[config.mk]
export PLATFORM = sky130hd
export DESIGN_NAME = top
export DESIGN_NICKNAME = d
export VERILOG_FILES = /design/src/rtl/top.sv
export SDC_FILE = /design/constraint.sdc
export NUM_CORES = 1
export LEC_CHECK = 0
export ABC_AREA = 1
export CAP_MARGIN = 20
export CELL_PAD_IN_SITES_DETAIL_PLACEMENT = 0
export CELL_PAD_IN_SITES_GLOBAL_PLACEMENT = 1
export CORE_UTILIZATION = 40
export CTS_CLUSTER_DIAMETER = 100
export DETAILED_ROUTE_END_ITERATION = 8
export DONT_BUFFER_PORTS = 1
export GPL_ROUTABILITY_DRIVEN = 0
export PLACE_DENSITY = 0.77
export SLEW_MARGIN = 20
export SYNTH_ARGS = -nofsm -noshare
export SYNTH_HDL_FRONTEND = slang
export SYNTH_SLANG_ARGS = --single-unit
[constraint.sdc]
create_clock -name clk -period 2.5 [get_ports clk]
set_input_delay 0.5 -clock clk [delete_from_list [all_inputs] [get_ports clk]]
set_output_delay 0.5 -clock clk [all_outputs]
set_load 0.005 [all_outputs]
[src/rtl/top.sv]
// I/O address decoder with tile-slot chip selects, data-buffer control and an
// interrupt router, all configured through a simple write-only register port.
module top #(
    parameter int              ADDR_W          = 8,
    parameter int              NUM_WIN         = 4,
    parameter int              NUM_SLOTS       = 3,
    parameter int              NUM_CPU_INT     = 2,
    parameter int              NUM_CPU_NMI     = 1,
    parameter int              NUM_TILE_INT_CH = 2,
    parameter logic [7:0]      IRQ_CFG_BASE    = 8'hC0
) (
    input  logic                                 clk,
    input  logic                                 rst_n,
    input  logic [ADDR_W-1:0]                    addr,
    input  logic                                 iorq_n,
    input  logic                                 r_w_,
    input  logic                                 irq_vec_cycle,
    input  logic                                 irq_ack,
    input  logic [NUM_SLOTS-1:0]                 dev_ready_n,
    input  logic [NUM_SLOTS*NUM_TILE_INT_CH-1:0] tile_int_req,
    input  logic [NUM_SLOTS-1:0]                 tile_nmi_req,
    input  logic                                 cfg_clk,
    input  logic                                 cfg_we,
    input  logic [7:0]                           cfg_addr,
    input  logic [7:0]                           cfg_wdata,
    output logic                                 ready_n,
    output logic                                 io_r_w_,
    output logic                                 data_oe_n,
    output logic                                 data_dir,
    output logic                                 ff_oe_n,
    output logic [NUM_SLOTS-1:0]                 cs_n,
    output logic [NUM_CPU_INT-1:0]               cpu_int,
    output logic [NUM_CPU_NMI-1:0]               cpu_nmi,
    output logic [NUM_SLOTS-1:0]                 slot_ack
);

    localparam int         NUM_INT_SRC = NUM_SLOTS * NUM_TILE_INT_CH;
    localparam logic [7:0] MASK_OFS    = 8'(NUM_WIN);
    localparam logic [7:0] SLOT_OFS    = 8'(2 * NUM_WIN);
    localparam logic [7:0] OP_OFS      = 8'(3 * NUM_WIN);
    localparam logic [7:0] NMI_OFS     = 8'(NUM_INT_SRC);
    localparam logic [7:0] SLOTS_B     = 8'(NUM_SLOTS);

    // cfg_clk shares the source of clk; everything is clocked by clk.
    logic unused_cfg_clk;
    assign unused_cfg_clk = cfg_clk;

    logic [7:0] base_q [NUM_WIN];
    logic [7:0] base_d [NUM_WIN];
    logic [7:0] mask_q [NUM_WIN];
    logic [7:0] mask_d [NUM_WIN];
    logic [7:0] slot_q [NUM_WIN];
    logic [7:0] slot_d [NUM_WIN];
    logic [7:0] op_q   [NUM_WIN];
    logic [7:0] op_d   [NUM_WIN];

    // Route entries keep only {enable, target[3:0]}.
    logic [4:0] int_route_q [NUM_INT_SRC];
    logic [4:0] int_route_d [NUM_INT_SRC];
    logic [4:0] nmi_route_q [NUM_SLOTS];
    logic [4:0] nmi_route_d [NUM_SLOTS];

    logic [NUM_SLOTS-1:0]   cs_n_q, cs_n_d;
    logic [NUM_CPU_INT-1:0] cpu_int_q, cpu_int_d;
    logic [NUM_CPU_NMI-1:0] cpu_nmi_q, cpu_nmi_d;
    logic [NUM_SLOTS-1:0]   slot_ack_q, slot_ack_d;

    logic [7:0] irq_idx;
    logic       cycle_active;
    logic       win_hit;
    logic [7:0] hit_slot;
    logic       ack_found;

    assign irq_idx      = cfg_addr - IRQ_CFG_BASE;
    assign cycle_active = !iorq_n;

    always_comb begin
        for (int w = 0; w < NUM_WIN; w++) begin
            base_d[w] = base_q[w];
            mask_d[w] = mask_q[w];
            slot_d[w] = slot_q[w];
            op_d[w]   = op_q[w];
        end
        for (int i = 0; i < NUM_INT_SRC; i++) int_route_d[i] = int_route_q[i];
        for (int s = 0; s < NUM_SLOTS; s++)   nmi_route_d[s] = nmi_route_q[s];
        if (cfg_we) begin
            if (cfg_addr < IRQ_CFG_BASE) begin
                for (int w = 0; w < NUM_WIN; w++) begin
                    if (cfg_addr == 8'(w))            base_d[w] = cfg_wdata;
                    if (cfg_addr == MASK_OFS + 8'(w)) mask_d[w] = cfg_wdata;
                    if (cfg_addr == SLOT_OFS + 8'(w)) slot_d[w] = cfg_wdata;
                    if (cfg_addr == OP_OFS + 8'(w))   op_d[w]   = cfg_wdata;
                end
            end else begin
                for (int i = 0; i < NUM_INT_SRC; i++)
                    if (irq_idx == 8'(i)) int_route_d[i] = {cfg_wdata[7], cfg_wdata[3:0]};
                for (int s = 0; s < NUM_SLOTS; s++)
                    if (irq_idx == NMI_OFS + 8'(s)) nmi_route_d[s] = {cfg_wdata[7], cfg_wdata[3:0]};
            end
        end
    end

    // Scan from the top so the lowest matching window has the final say.
    always_comb begin
        win_hit  = 1'b0;
        hit_slot = 8'hFF;
        for (int w = NUM_WIN - 1; w >= 0; w--) begin
            if ((((addr ^ ADDR_W'(base_q[w])) & ADDR_W'(mask_q[w])) == '0) &&
                (slot_q[w] < SLOTS_B) &&
                (r_w_ ? op_q[w][0] : op_q[w][1])) begin
                win_hit  = 1'b1;
                hit_slot = slot_q[w];
            end
        end
    end

    always_comb begin
        cs_n_d = '1;
        if (cycle_active && !irq_vec_cycle && win_hit) begin
            for (int s = 0; s < NUM_SLOTS; s++)
                if (hit_slot == 8'(s)) cs_n_d[s] = 1'b0;
        end
    end

    always_comb begin
        cpu_int_d = '0;
        for (int i = 0; i < NUM_INT_SRC; i++)
            for (int l = 0; l < NUM_CPU_INT; l++)
                if (int_route_q[i][4] && tile_int_req[i] && int_route_q[i][3:0] == 4'(l))
                    cpu_int_d[l] = 1'b1;
        cpu_nmi_d = '0;
        for (int s = 0; s < NUM_SLOTS; s++)
            for (int l = 0; l < NUM_CPU_NMI; l++)
                if (nmi_route_q[s][4] && tile_nmi_req[s] && nmi_route_q[s][3:0] == 4'(l))
                    cpu_nmi_d[l] = 1'b1;
    end

    always_comb begin
        slot_ack_d = '0;
        ack_found  = 1'b0;
        if (irq_ack) begin
            for (int s = 0; s < NUM_SLOTS; s++)
                for (int c = 0; c < NUM_TILE_INT_CH; c++)
                    if (!ack_found && int_route_q[s*NUM_TILE_INT_CH+c][4] &&
                        tile_int_req[s*NUM_TILE_INT_CH+c]) begin
                        slot_ack_d[s] = 1'b1;
                        ack_found     = 1'b1;
                    end
        end
    end

    always_ff @(posedge clk) begin
        if (!rst_n) begin
            for (int w = 0; w < NUM_WIN; w++) begin
                base_q[w] <= 8'h00;
                mask_q[w] <= 8'h00;
                slot_q[w] <= 8'hFF;
                op_q[w]   <= 8'h00;
            end
            for (int i = 0; i < NUM_INT_SRC; i++) int_route_q[i] <= '0;
            for (int s = 0; s < NUM_SLOTS; s++)   nmi_route_q[s] <= '0;
            cs_n_q     <= '1;
            cpu_int_q  <= '0;
            cpu_nmi_q  <= '0;
            slot_ack_q <= '0;
        end else begin
            for (int w = 0; w < NUM_WIN; w++) begin
                base_q[w] <= base_d[w];
                mask_q[w] <= mask_d[w];
                slot_q[w] <= slot_d[w];
                op_q[w]   <= op_d[w];
            end
            for (int i = 0; i < NUM_INT_SRC; i++) int_route_q[i] <= int_route_d[i];
            for (int s = 0; s < NUM_SLOTS; s++)   nmi_route_q[s] <= nmi_route_d[s];
            cs_n_q     <= cs_n_d;
            cpu_int_q  <= cpu_int_d;
            cpu_nmi_q  <= cpu_nmi_d;
            slot_ack_q <= slot_ack_d;
        end
    end

    // A decoded cycle waits until its select is up; unmatched cycles complete at once.
    always_comb begin
        if (!(&cs_n_q))
            ready_n = |(~cs_n_q & dev_ready_n);
        else if (cycle_active && !irq_vec_cycle && win_hit)
            ready_n = 1'b1;
        else if (cycle_active)
            ready_n = 1'b0;
        else
            ready_n = 1'b1;
    end

    assign io_r_w_   = r_w_;
    assign data_dir  = r_w_;
    assign ff_oe_n   = !(cycle_active && irq_vec_cycle);
    assign data_oe_n = !((!(&cs_n_q)) || !ff_oe_n);
    assign cs_n      = cs_n_q;
    assign cpu_int   = cpu_int_q;
    assign cpu_nmi   = cpu_nmi_q;
    assign slot_ack  = slot_ack_q;

endmodule

==> results.py <==
metrics = {
    "die": {
        "dieArea_sq_mm": 0.0177,
        "coreArea_sq_mm": 0.0166,
        "initial_utilization": 0.412,
        "die_h_um": 133,
        "die_x_um": 133,
        "fp-row-count": 47,
        "io-pin-count": 58,
    },
    "yosys": {
        "yosys_warnings": 0,
        "syn_nets": 940,
        "seq_area_frac_synth": 0.461,
        "syn-cell-area_sq_mm": 0.00686,
        "synthCells": 896,
        "syn_avg_cell_area_sq_um": 7.65,
        "yosys_register_bits": 158,
        "synth_cell_types": 35,
    },
    "routing": {
        "vias": 5604,
        "ant_nets": 0,
        "wl_um": 16400,
        "wl_per_cell_um": 14.8,
        "drt_pass1_iterations": 5,
        "drt_iter0_drc": 325,
        "vias_per_cell": 5.06,
        "drc_errors": 0,
    },
    "power": {
        "p_per_area_mw_per_mm2": 711,
        "power_leakage_uw": 0.00340,
        "total_power_uw": 5400,
        "ir_worst_vdd_uv": 537,
    },
    "cts": {
        "htree_levels": 4,
        "cts_sinks": 158,
        "clock_latency_ns": 0.42,
        "numCtsBuffers": 17,
        "clk_pin_slew_ns": 0.06,
        "clk_path_buf_depth": 2,
        "cts_hold_buf": 0,
        "cts_tree": "done",
        "cts-root-buf": "clkbuf_16",
        "post_cts_buffers": 0,
        "post_cts_resized": 1,
    },
    "placement": {
        "port_buffers": 0,
        "dp_hpwl_um": 10700,
    },
    "global_routing": {
        "track_usage": 0.197,
        "grt_pass1_vias": 5267,
        "overflow": 0,
        "grt_start_max_net_pins": 153,
        "grt_antenna_before_repair": 0,
        "grt_pass1_wl_um": 27200,
    },
    "critical_path": {
        "cp-start-kind": "register",
        "endpoint_kind": "output pin",
        "worstPathMaxFanout": 3,
        "required_ns": 2.00,
        "worst-setup-path-type": "register to output pin",
        "arrival_ns": 1.83,
    },
    "sta": {
        "period_share": 0.931,
        "whs_ns": 0.231,
        "fmax_mhz": 430,
        "rsz0062_at_grt": "false",
        "worstMarginPinSlew_ns": 0.607,
        "setup_viol": 0,
        "hold_viol": 0,
        "fin_tns_setup_ns": 0,
        "finClkSkew_ns": 0.0106,
        "drv_slew": 0,
        "min_period_ns": 2.33,
        "slew-limit-headroom": 0.595,
    },
    "cells_and_area": {
        "finish.utilization": 0.456,
        "fin_nets": 922,
        "layout-drive-gt1-share": 0.102,
        "n_antenna_cell": 0,
        "syn_to_final_growth_pct": 10.8,
        "final_common_cell": "nand2_1",
        "layout_common_cells": "nand2_1, dfxtp_1, a21oi_1, o21ai_0, inv_1",
    },
    "worst_hold_path": {
        "hp-class": "primary input to register",
    },
    "job": {
        "max_cap_violations": 0,
    },
    "status": {
        "status": "completed",
    },
}
[synthesized netlist by cell type, drive strengths merged]
cell type | instances | area (sq um)
nand3 | 46 | 235
a31oi | 1 | 6.26
o211ai | 32 | 240
a211oi | 1 | 7.51
nor4 | 6 | 37.5
dfxtp | 158 | 3160
a2111oi | 1 | 8.76
and2 | 2 | 12.5
nor2 | 77 | 458
nand4 | 5 | 31.3
a22o | 1 | 8.76
o21ai | 121 | 621
nor3b | 1 | 7.51
nand3b | 2 | 15.0
nor3 | 11 | 76.3
inv | 84 | 320
or2 | 7 | 43.8
buf | 17 | 140
a21oi | 123 | 668
clkbuf | 28 | 105
nand2 | 171 | 642
a41oi | 1 | 8.76
[state kept, by name, summed over array words and instances, names as in the netlist]
signal	count
cpu_nmi	1
slot_q	32
op_q	8
base_q	32
cs_n	3
nmi_route_q	15
slot_ack	3
int_route_q	30
cpu_int	2
mask_q	32
[final timing paths]
kind / startpoint / endpoint / slack (ns) / depth (start not counted)
setup reg to reg: base_q[0][5]$_SDFFE_PN0P_ / cs_n[0]$_SDFF_PN1_ / 0.99 / 9
hold / removal: rst_n / int_route_q[2][4]$_SDFFE_PN0P_ / 0.23 / 2
hold reg to reg: slot_q[3][6]$_SDFFE_PN1P_ / slot_q[3][6]$_SDFFE_PN1P_ / 0.47 / 2
setup / recovery: slot_q[3][4]$_SDFFE_PN1P_ / ready_n / 0.17 / 11
[cell families (layout without fill, tap and decap cells)]
group                  count (synthesis)  after routing  share of synthesized area
and+or+nand+nor                      328            328                      0.227
AOI/OAI and AO/OA                    281            281                      0.229
DFF                                  158            158                      0.461
buffers and inverters                129            121                     0.0825
[area by class of cell]
type / count / area [sq um]
fillers: 1712 / 9050
flip-flops and latches: 158 / 3160
multi-input cells: 609 / 3160
clock buffers: 22 / 484
inverters: 84 / 320
well taps: 220 / 275
clock inverters: 7 / 135
repair buffers: 8 / 60.1
[stage by stage]
step                      cell area [sq um]  setup WS [ns]  cells
final                                  7600          0.173   1108
after global routing                   7600         0.0243   1108
after detailed placement               6950          0.248   1079
after floorplan                        6860          0.592    896
after CTS                              7570          0.110   1108
after global placement                 6950          0.263   1079
[per-layer routing]
metal | global-route usage | vias to the layer above | routed length [um]
li1 | - | 2971 | -
met1 | 0.266 | 2537 | 8210
met2 | 0.317 | 88 | 7430
met3 | 0.0464 | 8 | 653
met4 | 0.0498 | 0 | 123
met5 | 0 | - | 0
[report_power, final]
group	internal [uW]	switching [uW]	total, uW
clock network	1760	974	2730
logic	35.9	107	143
registers	2520	2.89	2530
total	4320	1080	5400
[critical path, cell delays in order, from the launching register on]
cell and delay [ns]:
dfxtp_1 0.31, nor2_1 0.10, nand2_1 0.07, nor2_1 0.09
nand2_1 0.08, nor2_1 0.18, nand3_2 0.13, nand2_1 0.09
nor2_1 0.06, inv_1 0.08, nand3_1 0.08, a21oi_2 0.14
No activity file was read; power rests on OpenSTA's default activity.
